[src/rtl/qam16_sym_sched.sv]
// qam16_sym_sched: ROM bit sequencer and 4-bit symbol packer feeding the QAM16 mapper.
// Optional preamble build: define QAM16_PREAMBLE_EN.
//
// Ports:
//   CLK, Rst_n          clock, async active-low reset
//   start, stop         begin streaming / end streaming after current frame
//   rom_addr, rom_en    registered ROM address and live-read strobe
//   rom_q               ROM data, one cycle after rom_addr
//   sym_data/valid/ready symbol handshake (first-fetched bit in bit 3)
//   sym_sof, sym_eof    frame markers, qualified by sym_valid
//   busy, frame_cnt     not idle / completed-frame counter
module qam16_sym_sched #(
    parameter int ADDR_W     = 10,
    parameter int FRAME_BITS = 1024,
    parameter int GAP_CYC    = 16,
    parameter int PRE_SYMS   = 4
) (
    input  logic              CLK,
    input  logic              Rst_n,
    input  logic              start,
    input  logic              stop,
    output logic [ADDR_W-1:0] rom_addr,
    output logic              rom_en,
    input  logic              rom_q,
    output logic [3:0]        sym_data,
    output logic              sym_valid,
    input  logic              sym_ready,
    output logic              sym_sof,
    output logic              sym_eof,
    output logic              busy,
    output logic [15:0]       frame_cnt
);

    localparam int NSYM = FRAME_BITS / 4;
`ifdef QAM16_PREAMBLE_EN
    localparam int PRE_N = PRE_SYMS;
`else
    localparam int PRE_N = 0;
`endif
    localparam int TOT = NSYM + PRE_N;
    localparam int SW  = $clog2(NSYM + PRE_SYMS + 1);
    localparam int GW  = $clog2(GAP_CYC + 1);

    localparam logic [2:0] S_IDLE  = 3'd0;
    localparam logic [2:0] S_FETCH = 3'd1;
    localparam logic [2:0] S_OUT   = 3'd2;
    localparam logic [2:0] S_GAP   = 3'd3;
`ifdef QAM16_PREAMBLE_EN
    localparam logic [2:0] S_PRE   = 3'd4;
    localparam logic [2:0] S_FIRST = S_PRE;
`else
    localparam logic [2:0] S_FIRST = S_FETCH;
`endif

    logic [2:0]    state;
    logic [2:0]    c;
    logic [2:0]    sh;
    logic [SW-1:0] sidx;
    logic [GW-1:0] gcnt;
    logic          stop_pend;
    logic          last;

    // Symbol index spans preamble plus data symbols of one frame.
    assign last   = (sidx == SW'(TOT - 1));
    assign rom_en = (state == S_FETCH) && (c != 3'd4);
    assign busy   = (state != S_IDLE);

    always_ff @(posedge CLK or negedge Rst_n) begin
        if (!Rst_n) begin
            state     <= S_IDLE;
            c         <= 3'd0;
            sh        <= 3'd0;
            sidx      <= '0;
            gcnt      <= '0;
            stop_pend <= 1'b0;
            rom_addr  <= '0;
            sym_data  <= 4'd0;
            sym_valid <= 1'b0;
            sym_sof   <= 1'b0;
            sym_eof   <= 1'b0;
            frame_cnt <= 16'd0;
        end else begin
            if ((state != S_IDLE) && stop)
                stop_pend <= 1'b1;

            case (state)
                S_IDLE: begin
                    stop_pend <= 1'b0;
                    c         <= 3'd0;
                    sidx      <= '0;
                    if (start)
                        state <= S_FIRST;
                end

                S_FETCH: begin
                    // rom_q lags the address by one cycle, so bits land at c=1..4.
                    if (c != 3'd0)
                        sh <= {sh[1:0], rom_q};
                    if (c != 3'd4) begin
                        rom_addr <= rom_addr + ADDR_W'(1);
                        c        <= c + 3'd1;
                    end else begin
                        sym_data  <= {sh, rom_q};
                        sym_valid <= 1'b1;
                        sym_sof   <= (sidx == '0);
                        sym_eof   <= last;
                        c         <= 3'd0;
                        state     <= S_OUT;
                    end
                end

`ifdef QAM16_PREAMBLE_EN
                S_PRE: begin
                    sym_data  <= sidx[0] ? 4'h0 : 4'hF;
                    sym_valid <= 1'b1;
                    sym_sof   <= (sidx == '0);
                    sym_eof   <= last;
                    state     <= S_OUT;
                end
`endif

                S_OUT: begin
                    if (sym_ready) begin
                        sym_valid <= 1'b0;
                        sym_sof   <= 1'b0;
                        sym_eof   <= 1'b0;
                        if (last) begin
                            frame_cnt <= frame_cnt + 16'd1;
                            sidx      <= '0;
                            gcnt      <= '0;
                            if (stop_pend || stop) begin
                                stop_pend <= 1'b0;
                                state     <= S_IDLE;
                            end else begin
                                state <= S_GAP;
                            end
                        end else begin
                            sidx <= sidx + SW'(1);
`ifdef QAM16_PREAMBLE_EN
                            if (int'(sidx) + 1 < PRE_N)
                                state <= S_PRE;
                            else
                                state <= S_FETCH;
`else
                            state <= S_FETCH;
`endif
                        end
                    end
                end

                S_GAP: begin
                    if (gcnt == GW'(GAP_CYC - 1)) begin
                        gcnt <= '0;
                        if (stop_pend || stop) begin
                            stop_pend <= 1'b0;
                            state     <= S_IDLE;
                        end else begin
                            state <= S_FIRST;
                        end
                    end else begin
                        gcnt <= gcnt + GW'(1);
                    end
                end

                default: state <= S_IDLE;
            endcase
        end
    end

endmodule

[config.mk]
export PLATFORM = sky130hd
export DESIGN_NAME = qam16_sym_sched
export DESIGN_NICKNAME = d
export VERILOG_FILES = /design/src/rtl/qam16_sym_sched.sv
export SDC_FILE = /design/constraint.sdc
export NUM_CORES = 1
export LEC_CHECK = 0
export ABC_AREA = 1
export CAP_MARGIN = 0
export CORE_UTILIZATION = 55
export DETAILED_ROUTE_END_ITERATION = 12
export GPL_ROUTABILITY_DRIVEN = 0
export PLACE_DENSITY = 0.86
export SKIP_LAST_GASP = 1
export SLEW_MARGIN = 5
export SYNTH_ARGS = -nofsm -noshare
export SYNTH_HDL_FRONTEND = slang
export SYNTH_SLANG_ARGS = --single-unit
[constraint.sdc]
create_clock -name CLK -period 1.91 [get_ports CLK]
set_input_delay 0.382 -clock CLK [delete_from_list [all_inputs] [get_ports CLK]]
set_output_delay 0.382 -clock CLK [all_outputs]
set_load 0.02 [all_outputs]
# Word-level counts from Yosys, hierarchy flattened

Index checks and enable logic that the tools add are counted.

Bits in registers: 57
Input bits: 6
Output and inout port bits: 35
Logic and storage cells: 78

Add/sub/neg operators: 5
Equality and inequality tests: 11
Multiplexer cells: 30
Bitwise operators: 1
Reductions and logical operators: 19

Operators by type and width:

| cell                    | number |
|---|---|
| $mux W3                 | 6 |
| $mux W9                 | 2 |
| $pmux W9 S2             | 1 |
| $add A16 B1 Y16 const B | 1 |
| $mux W5                 | 3 |
| $pmux W3 S4             | 1 |
| $add A10 B1 Y10 const B | 1 |
| $mux W1                 | 10 |
| $ne A2 B2 Y1 const B    | 5 |
| $pmux W5 S2             | 1 |
| $add A9 B1 Y9 const B   | 1 |
| $eq A9 B8 Y1 const B    | 1 |
| $logic_not A9 Y1        | 1 |
| $reduce_and A3 Y1       | 3 |
| $reduce_and A2 Y1       | 4 |
| $reduce_bool A2 Y1      | 4 |
| $eq A3 B2 Y1 const B    | 2 |
| $pmux W1 S2             | 3 |
| $pmux W3 S2             | 1 |
| $reduce_bool A3 Y1      | 2 |
| $add A5 B1 Y5 const B   | 1 |
| $eq A5 B4 Y1 const B    | 1 |
| $reduce_and A4 Y1       | 1 |
| $add A3 B1 Y3 const B   | 1 |
| 8 further kinds         | 9 |

# Logic depth before layout (Yosys ltp)

Gate-level depths: netlist (run 1).

Depth after elaboration: 7
Mapped depth: 9
Gate-level depth less buffers: 9

# Worst setup path before layout (run 1)

Ideal clock, no wire load.

Path kind: reg-to-reg
From: register sidx[1]
To: register frame_cnt[11]
Library setup time: 0.117 ns
Arrival time: 1.336 ns
Slack: 0.457 ns
Cell stages (with the launch flop): 10
Buffers on the path: 1
Cell sequence: dfrtp_1 ha_1 nand2_1 nor2_2 nand3_4 nor3_4 inv_2 buf_6 nand2_1 nand2_1

Word-level cells in the longest chain between the ends: 2

Ends and longest elaborated chain:

| item                               | RTL line | text |
|---|---|---|
| start: declaration                 | 58       | `logic [SW-1:0] sidx;` |
| start signal: assignment           | 138      | `sidx <= sidx + SW'(1);` |
| $eq A9 B8 Y1                       | 64       | `assign last = (sidx == SW'(TOT - 1));` |
| $reduce_and A3 Y1 (no source line) | -        |  |
| end signal: assignment             | 128      | `frame_cnt <= frame_cnt + 16'd1;` |
| end: declaration                   | 31       | `output logic [15:0] frame_cnt` |

Every way passes these cells.
A chain may end at the register's enable or synchronous reset.

# Worst setup path in the final report (run 1)

From: register rom_addr[2]
To: output rom_addr[2]

RTL lines:

| item                     | RTL line | text |
|---|---|---|
| start: declaration       | 22       | `output logic [ADDR_W-1:0] rom_addr,` |
| start signal: assignment | 100      | `rom_addr <= rom_addr + ADDR_W'(1);` |

No word-level cell between the ends.

==> Flow_metrics.wiki, run 1 <==
{| class="wikitable"
! Metric !! Value
|-
| Worst-path clk slew || 100 ps
|-
| CTS tree || done
|-
| Horizontal extent of the die || 77.0 um
|-
| Commonest non-fill, non-tap cells in the layout || nand2_1 (140), dfrtp_1 (56), inv_1 (47)
|-
| Path type of the worst min-delay path || input port to async pin
|-
| Dominant combinational cell family by area after synthesis || simple AND/OR/NAND/NOR gates
|-
| Final Core Density || 70.1%
|-
| Xor and xnor area share after synthesis || 5.91%
|-
| Starting utilization of the core area || 58.7%
|-
| FF-to-FF setup slack || 300 ps
|-
| Post-Synth Simple-Gate Area || 32.3%
|-
| Cell at the root of the clock tree || clkbuf_8
|-
| Num CTS Buffers || 5
|-
| Register-to-Register Path Depth || 8
|-
| Met2 capacity usage during global routing || 37.8%
|-
| Required time of the worst setup path || 1530 ps
|-
| Filler-free cell count of the finished design || 523
|-
| Cell count after synthesis || 401
|-
| CP arrival || 1470 ps
|-
| Number of buffers on the longest clock path || 2
|-
| Number of iterations in the first detailed-routing pass || 4
|-
| Ys Warns || 0
|-
| Cells after DPL || 515
|-
| Setup Total Neg Slack || 0 ps
|-
| Static Leak || 1.77 nW
|-
| Worst hold slack across all endpoints || 41.8 ps
|-
| Detailed-route DRC error count || 0
|-
| Number of buffers inserted by port buffering || 40
|-
| Transition at the pin with the smallest max-transition slack || 299 ps
|-
| Post-route antenna net violation count || 0
|-
| Compound-gate portion of the synthesized area || 5.10%
|-
| Number of standard-cell rows in the floorplan || 26
|-
| Aggregate global-route resource usage || 21.8%
|-
| Mapped cell area || 0.00309 mm2
|-
| Final critical-path share of the clock period || 97.0%
|-
| Sinks on the clock net || 56
|-
| Slowest cell delay on critical path || 660 ps
|-
| Post-CTS Setup Inserts || 0
|-
| Number of vias per cell after detailed routing || 4.98
|-
| Headroom to the max-slew limit || 80.1%
|-
| CORE AREA || 0.00527 mm2
|-
| Via count || 2606
|-
| Dominant delay contributor by cell family on the critical path || buffers and inverters
|-
| Maximum number of pins on one net before global-route repair || 57
|-
| Adder-cell share of the synthesized area || 2.83%
|-
| Avg WL per Cell || 11.7 um
|-
| Number of failing setup endpoints in the final timing report || 0
|-
| Number of fillers in the final layout || 438
|-
| Sequential share of the synthesized area || 45.3%
|-
| Synthesized area per cell || 7.71 um2
|-
| Total power || 4.13 mW
|-
| Endpoint of the most critical register-to-register path || frame_cnt[10]
|-
| Peak supply drop || 1.07 mV
|-
| Critical path startpoint category || flip-flop
|-
| Standard cell with the maximum stage delay on the critical path || clkdlybuf4s50_1
|-
| DP Wirelength || 4560 um
|-
| Shortest clock period the worst path allows after layout || 1850 ps
|-
| Clock latency on the worst-skew pair || 310 ps
|-
| Worst Skew || 8.18 ps
|-
| Multiplexer area fraction after synthesis || 0.364%
|-
| Crit path buffers/inverters || 1
|-
| M3 GR Usage || 4.40%
|-
| Ports || 41
|-
| Share of post-route cells with drive strength above 1 || 9.27%
|-
| Die area || 0.00593 mm2
|-
| Final Hold Viols || 0
|-
| Result of the run || complete, no violations
|-
| Number of synthesized register bits || 56
|-
| Count of unique library cells instantiated by Yosys || 33
|-
| Total nets after synthesis || 414
|-
| Initial DRC count || 156
|-
| Most common library cell in the layout ignoring fill and taps || nand2_1
|-
| RSZ-0062 raised after global routing || false
|-
| Worst Setup End Kind || output pin
|-
| GRT Residual Overflow || 0
|-
| Global-route wire length before repair || 10400 um
|-
| Maximum frequency from static timing analysis || 540 MHz
|-
| Global routing's busiest layer || met2
|-
| Via count of the first global-routing pass || 2462
|-
| GR met1 Demand/Resource || 27.4%
|-
| Height of the chip || 77.0 um
|-
| Routed WL || 6090 um
|-
| Diodes inserted || 0
|-
| Number of antenna violations at the first check in global routing || 0
|-
| Largest fanout on the critical path || 6
|-
| Area growth, synth to finish || 19.4%
|-
| Final count of pins violating max slew || 0
|-
| Count of nets after finishing || 465
|-
| RR Startpoint || sidx[1]
|-
| Critical path, cell by cell || clkdlybuf4s50_1
|-
| Number of H-tree levels || 2
|-
| Critical setup path kind || flip-flop to output pin
|-
| Power density over the cells || 1120 mW/mm2
|-
| Max Cap Viol || 0
|}
==> cells in the mapped netlist, drive strengths merged <==
cell type	instances	area, um2
nor4	1	6.26
xnor2	8	77.6
mux2	1	11.3
nor3	7	57.6
clkbuf	1	3.75
nand3b	2	15.0
ha	7	87.6
nor2	42	191
nand3	21	118
inv	54	203
a21oi	5	25.0
clkinv	1	3.75
o22ai	1	6.26
a31oi	1	6.26
o21ai	24	120
or2	1	6.26
xor2	12	105
nand2	145	562
dfrtp	56	1400
buf	4	41.3
and3	1	6.26
nand4	6	37.5
==> flip-flops by register name (all words and copies together), names as in the netlist <==
name and flops:
sh 3, rom_addr 10, sidx 9, sym_eof 1
stop_pend 1, c 3, frame_cnt 16, sym_data 4
gcnt 5, sym_sof 1, sym_valid 1, state 2
==> metal layers <==
metal	part of all wire, %	up-vias
met1	45	1209
met2	50	53
met4	0.62	0
li1	-	1340
met3	3.9	4
met5	0	-
==> kinds of logic (layout without fill, tap and decap cells) <==
kind of cell / Yosys count / count (layout)
buffers and inverters: 60 / 112
xor gates and xnor gates: 20 / 20
adders and majority gates: 7 / 7
muxes: 1 / 1
and+or+nand+nor: 226 / 226
AOI/OAI and AO/OA: 31 / 31
DFF: 56 / 56
==> worst max path at each step <==
stage	startpoint	endpoint	slack, ps	depth (start not counted)
floorplan	sidx[1]	frame_cnt[11]	460	9
global placement	c[0]	rom_en	110	6
detailed placement	c[0]	rom_en	40	6
CTS	c[0]	rom_en	-20	6
global route	rom_addr[2]	rom_addr[2]	30	1
finish	rom_addr[2]	rom_addr[2]	60	1
==> final cells by class <==
| cell class | count | area [um2] | area share (%) |
|---|---|---|---|
| multi-input combinational | 285 | 1440 | 39.0 |
| inverter | 55 | 206 | 5.59 |
| clock buffer | 6 | 72.6 | 1.97 |
| clock inverter | 2 | 16.3 | 0.441 |
| timing repair buffer | 49 | 469 | 12.7 |
| sequential | 56 | 1400 | 38.0 |
| tap | 70 | 87.6 | 2.37 |
==> what timing repair did <==
item                       4_1_cts  5_1_grt
setup endpoints to repair        2        1
hold buffers                     0        0
resized for setup                3        1
==> per-stage QoR <==
step | worst slack [ps] | instance area (um2)
finish | 57.1 | 3690
global route | 27.3 | 3690
CTS | -23.0 | 3700
detailed placement | 38.8 | 3610
global placement | 108 | 3610
floorplan | 457 | 3090
==> power by group <==
part | internal [mW] | leakage [nW] | switching [mW]
sequential | 1.47 | 0.730 | 0.249
clock | 0.262 | 0.0414 | 0.383
combinational | 0.711 | 1.00 | 1.06
total | 2.44 | 1.77 | 1.69
(Power assumes the default switching activity.)
==> run 2, diff against run 1 <==
Settings changed: CORE_UTILIZATION 55 to 59, PLACE_DENSITY 0.86 to 0.91, SLEW_MARGIN 5 to 20.
Clock period 1.91 ns to 2.4 ns, I/O delays scaled along.
==> run 2 against run 1 <==
  * Critical path depth up 2
  * Die area shrank 6.6%
  * First-iteration DRC count grew 20%
  * Non-clock buffer count is 5 lower
  * Final cell count down 1.5%
  * Register-to-register slack better by 460 ps
  * Final area shrank 1.3%
  * Sequential power decreased by 19%
  * Sequential cell count stayed put
  * Global-route usage up 2.7 points
==> Flow_metrics.wiki, run 2 (synthesized netlist as in run 1, its figures left out) <==
{| class="wikitable"
! Metric !! Value
|-
| Result of the run || complete, no violations
|-
| Number of failing setup endpoints in the final timing report || 0 (unchanged)
|-
| Starting utilization of the core area || 63.4% (+4.7 points)
|-
| Register-to-Register Path Depth || 8 (unchanged)
|-
| CTS tree || done
|-
| Shortest clock period the worst path allows after layout || 2170 ps
|-
| Aggregate global-route resource usage || 24.5% (+2.7 points)
|-
| Sinks on the clock net || 56 (unchanged)
|-
| Slack of the critical path || 231 ps (+174 ps)
|-
| Final Hold Viols || 0 (unchanged)
|-
| Number of vias per cell after detailed routing || 5.06 (+1.5%)
|-
| Worst Setup End Kind || output pin
|-
| Worst-path clk slew || 100 ps (about the same)
|-
| Gate power share || 40.7% (-2.1 points)
|-
| Setup Total Neg Slack || 0 ps (unchanged)
|-
| Clock power frac || 16.1% (+0.5 points)
|-
| Cells after DPL || 507 (-1.6%)
|-
| Via count || 2605 (-0.038%)
|-
| Detailed-route DRC error count || 0 (unchanged)
|-
| Final count of pins violating max slew || 0 (unchanged)
|-
| Flip-flop count of the largest register, all copies and words added || 16 (unchanged)
|-
| Post-route antenna net violation count || 0 (unchanged)
|-
| Biggest registers after layout || frame_cnt x16, rom_addr x10, sidx x9
|-
| Diodes inserted || 0 (unchanged)
|-
| Worst Skew || 5.03 ps (-3.15 ps)
|-
| Clock latency on the worst-skew pair || 310 ps (about the same)
|-
| Maximum frequency from static timing analysis || 461 MHz
|-
| Commonest non-fill, non-tap cells in the layout || nand2_1 (140), dfrtp_1 (55), inv_1 (47)
|-
| Number of buffers on the longest clock path || 2 (unchanged)
|-
| Via count of the first global-routing pass || 2424 (-1.5%)
|-
| Relative contribution of sequential cells to total power || 43.2% (+1.6 points)
|-
| Ports || 41 (unchanged)
|-
| Largest fanout on the critical path || 5 (-1)
|-
| Critical setup path kind || flip-flop to output pin
|-
| Share of post-route cells with drive strength above 1 || 8.26% (-1.0 points)
|-
| Setup WS pre-CTS || 327 ps (+288 ps)
|-
| Die area || 0.00553 mm2 (-6.6%)
|-
| Count of nets after finishing || 460 (-1.1%)
|-
| Global-route wire length before repair || 10600 um (+1.5%)
|-
| Most common library cell in the layout ignoring fill and taps || nand2_1
|-
| Number of H-tree levels || 2 (unchanged)
|-
| Worst hold slack across all endpoints || 173 ps (+132 ps)
|-
| Switching power of the nets || 1.32 mW (-22%)
|-
| Required time of the worst setup path || 1920 ps (+390 ps)
|-
| Height of the chip || 74.4 um (-3.4%)
|-
| Horizontal extent of the die || 74.4 um (-3.4%)
|-
| Register name with the most flops || frame_cnt
|-
| Number of iterations in the first detailed-routing pass || 4 (unchanged)
|-
| Number of antenna violations at the first check in global routing || 0 (unchanged)
|-
| Transition at the pin with the smallest max-transition slack || 627 ps (+328 ps)
|-
| Static Leak || 1.75 nW (-1.5%)
|-
| Peak supply drop || 0.721 mV (-33%)
|-
| Post-CTS Setup Inserts || 0 (unchanged)
|-
| Maximum number of pins on one net before global-route repair || 29 (-49%)
|-
| Area growth, synth to finish || 17.9%
|-
| Power density over the cells || 881 mW/mm2 (-21%)
|-
| Cell-internal power || 1.90 mW (-22%)
|-
| Number of fillers in the final layout || 377 (-14%)
|-
| Avg WL per Cell || 11.7 um (+0.30%)
|-
| Max Cap Viol || 0 (unchanged)
|-
| CORE AREA || 0.00488 mm2 (-7.4%)
|-
| Routed WL || 6020 um (-1.2%)
|-
| Initial DRC count || 187 (+20%)
|-
| Number of standard-cell rows in the floorplan || 25 (-3.8%)
|-
| Headroom to the max-slew limit || 58.2% (-22 points)
|-
| Path type of the worst min-delay path || input port to async pin
|-
| Multi-input combinational cell area || 0.00144 mm2 (unchanged)
|-
| Final critical-path share of the clock period || 90.4%
|-
| Number of buffers inserted by port buffering || 40 (unchanged)
|-
| Filler-free cell count of the finished design || 515 (-1.5%)
|-
| GRT Residual Overflow || 0 (unchanged)
|-
| Switching Share || 41.0% (+0.10 points)
|-
| Flip-flop and latch area || 0.00140 mm2 (about the same)
|-
| Critical path startpoint category || flip-flop
|-
| Total power || 3.21 mW (-22%)
|-
| RSZ-0062 raised after global routing || false
|-
| Cell at the root of the clock tree || clkbuf_8
|-
| CP arrival || 1690 ps (+220 ps)
|-
| Num CTS Buffers || 5 (unchanged)
|-
| DP Wirelength || 4560 um (about the same)
|}
run 2: final cells by class:
cell class                      instances  area share (%)
Timing Repair Buffer                   44            11.6
Clock inverter                          2           0.446
Clock buffer                            6            1.99
Sequential cell                        56            38.5
Multi-Input combinational cell        285            39.5
Inverter                               55            5.66
Tap cell                               67            2.30
run 2: path summary, 6_finish.rpt:
| kind | start | to | slack [ps] |
|---|---|---|---|
| min | Rst_n | sidx[5] | 170 |
| min reg2reg | sym_valid | sym_valid | 480 |
| min in group CLK | sym_valid | sym_valid | 480 |
| max | state[0] | busy | 230 |
| max reg2reg | sidx[1] | frame_cnt[10] | 760 |
| max in group asynchronous | Rst_n | state[0] | 1580 |
run 2: power by group through the flow:
stage                     clock network, mW  registers [mW]  logic (mW)
after floorplan                           0            1.48       0.799
after global placement                    0            1.39        1.27
after detailed placement                  0            1.40        1.31
after CTS                             0.530            1.38        1.31
after global routing                  0.568            1.42        1.46
final                                 0.518            1.39        1.31
run 2: metal layers:
layer / GRT usage [%] / share of wire, %
met1: 32.4 / 46
met2: 41.4 / 50
met3: 4.47 / 3.5
met4: 7.13 / 1.1
met5: 0 / 0
run 2: critical path, stage by stage (launching register included):
cell and delay [ps]:
dfrtp_2 480, nor2_1 230, inv_1 120, clkdlybuf4s50_1 550
run 2: repair_timing:
item | 4_1_cts | 5_1_grt
setup endpoints to repair | 1 | 0
hold buffers | 0 | 0
gates resized for setup | 2 | 0
run 2: metrics by stage:
step | utilization [%] | cell area, um2
2_1_floorplan | - | 3090
3_5_place_dp | 72.9 | 3560
3_3_place_gp | 72.9 | 3560
4_1_cts | 74.7 | 3640
5_1_grt | 74.7 | 3640
6_report | 74.7 | 3640
==> run 3, diff against run 2 <==
Settings changed: SETUP_SLACK_MARGIN set to 0.1.
==> results of run 3 <==
No change in the layout: final DEF, timing and power equal those of run 2.
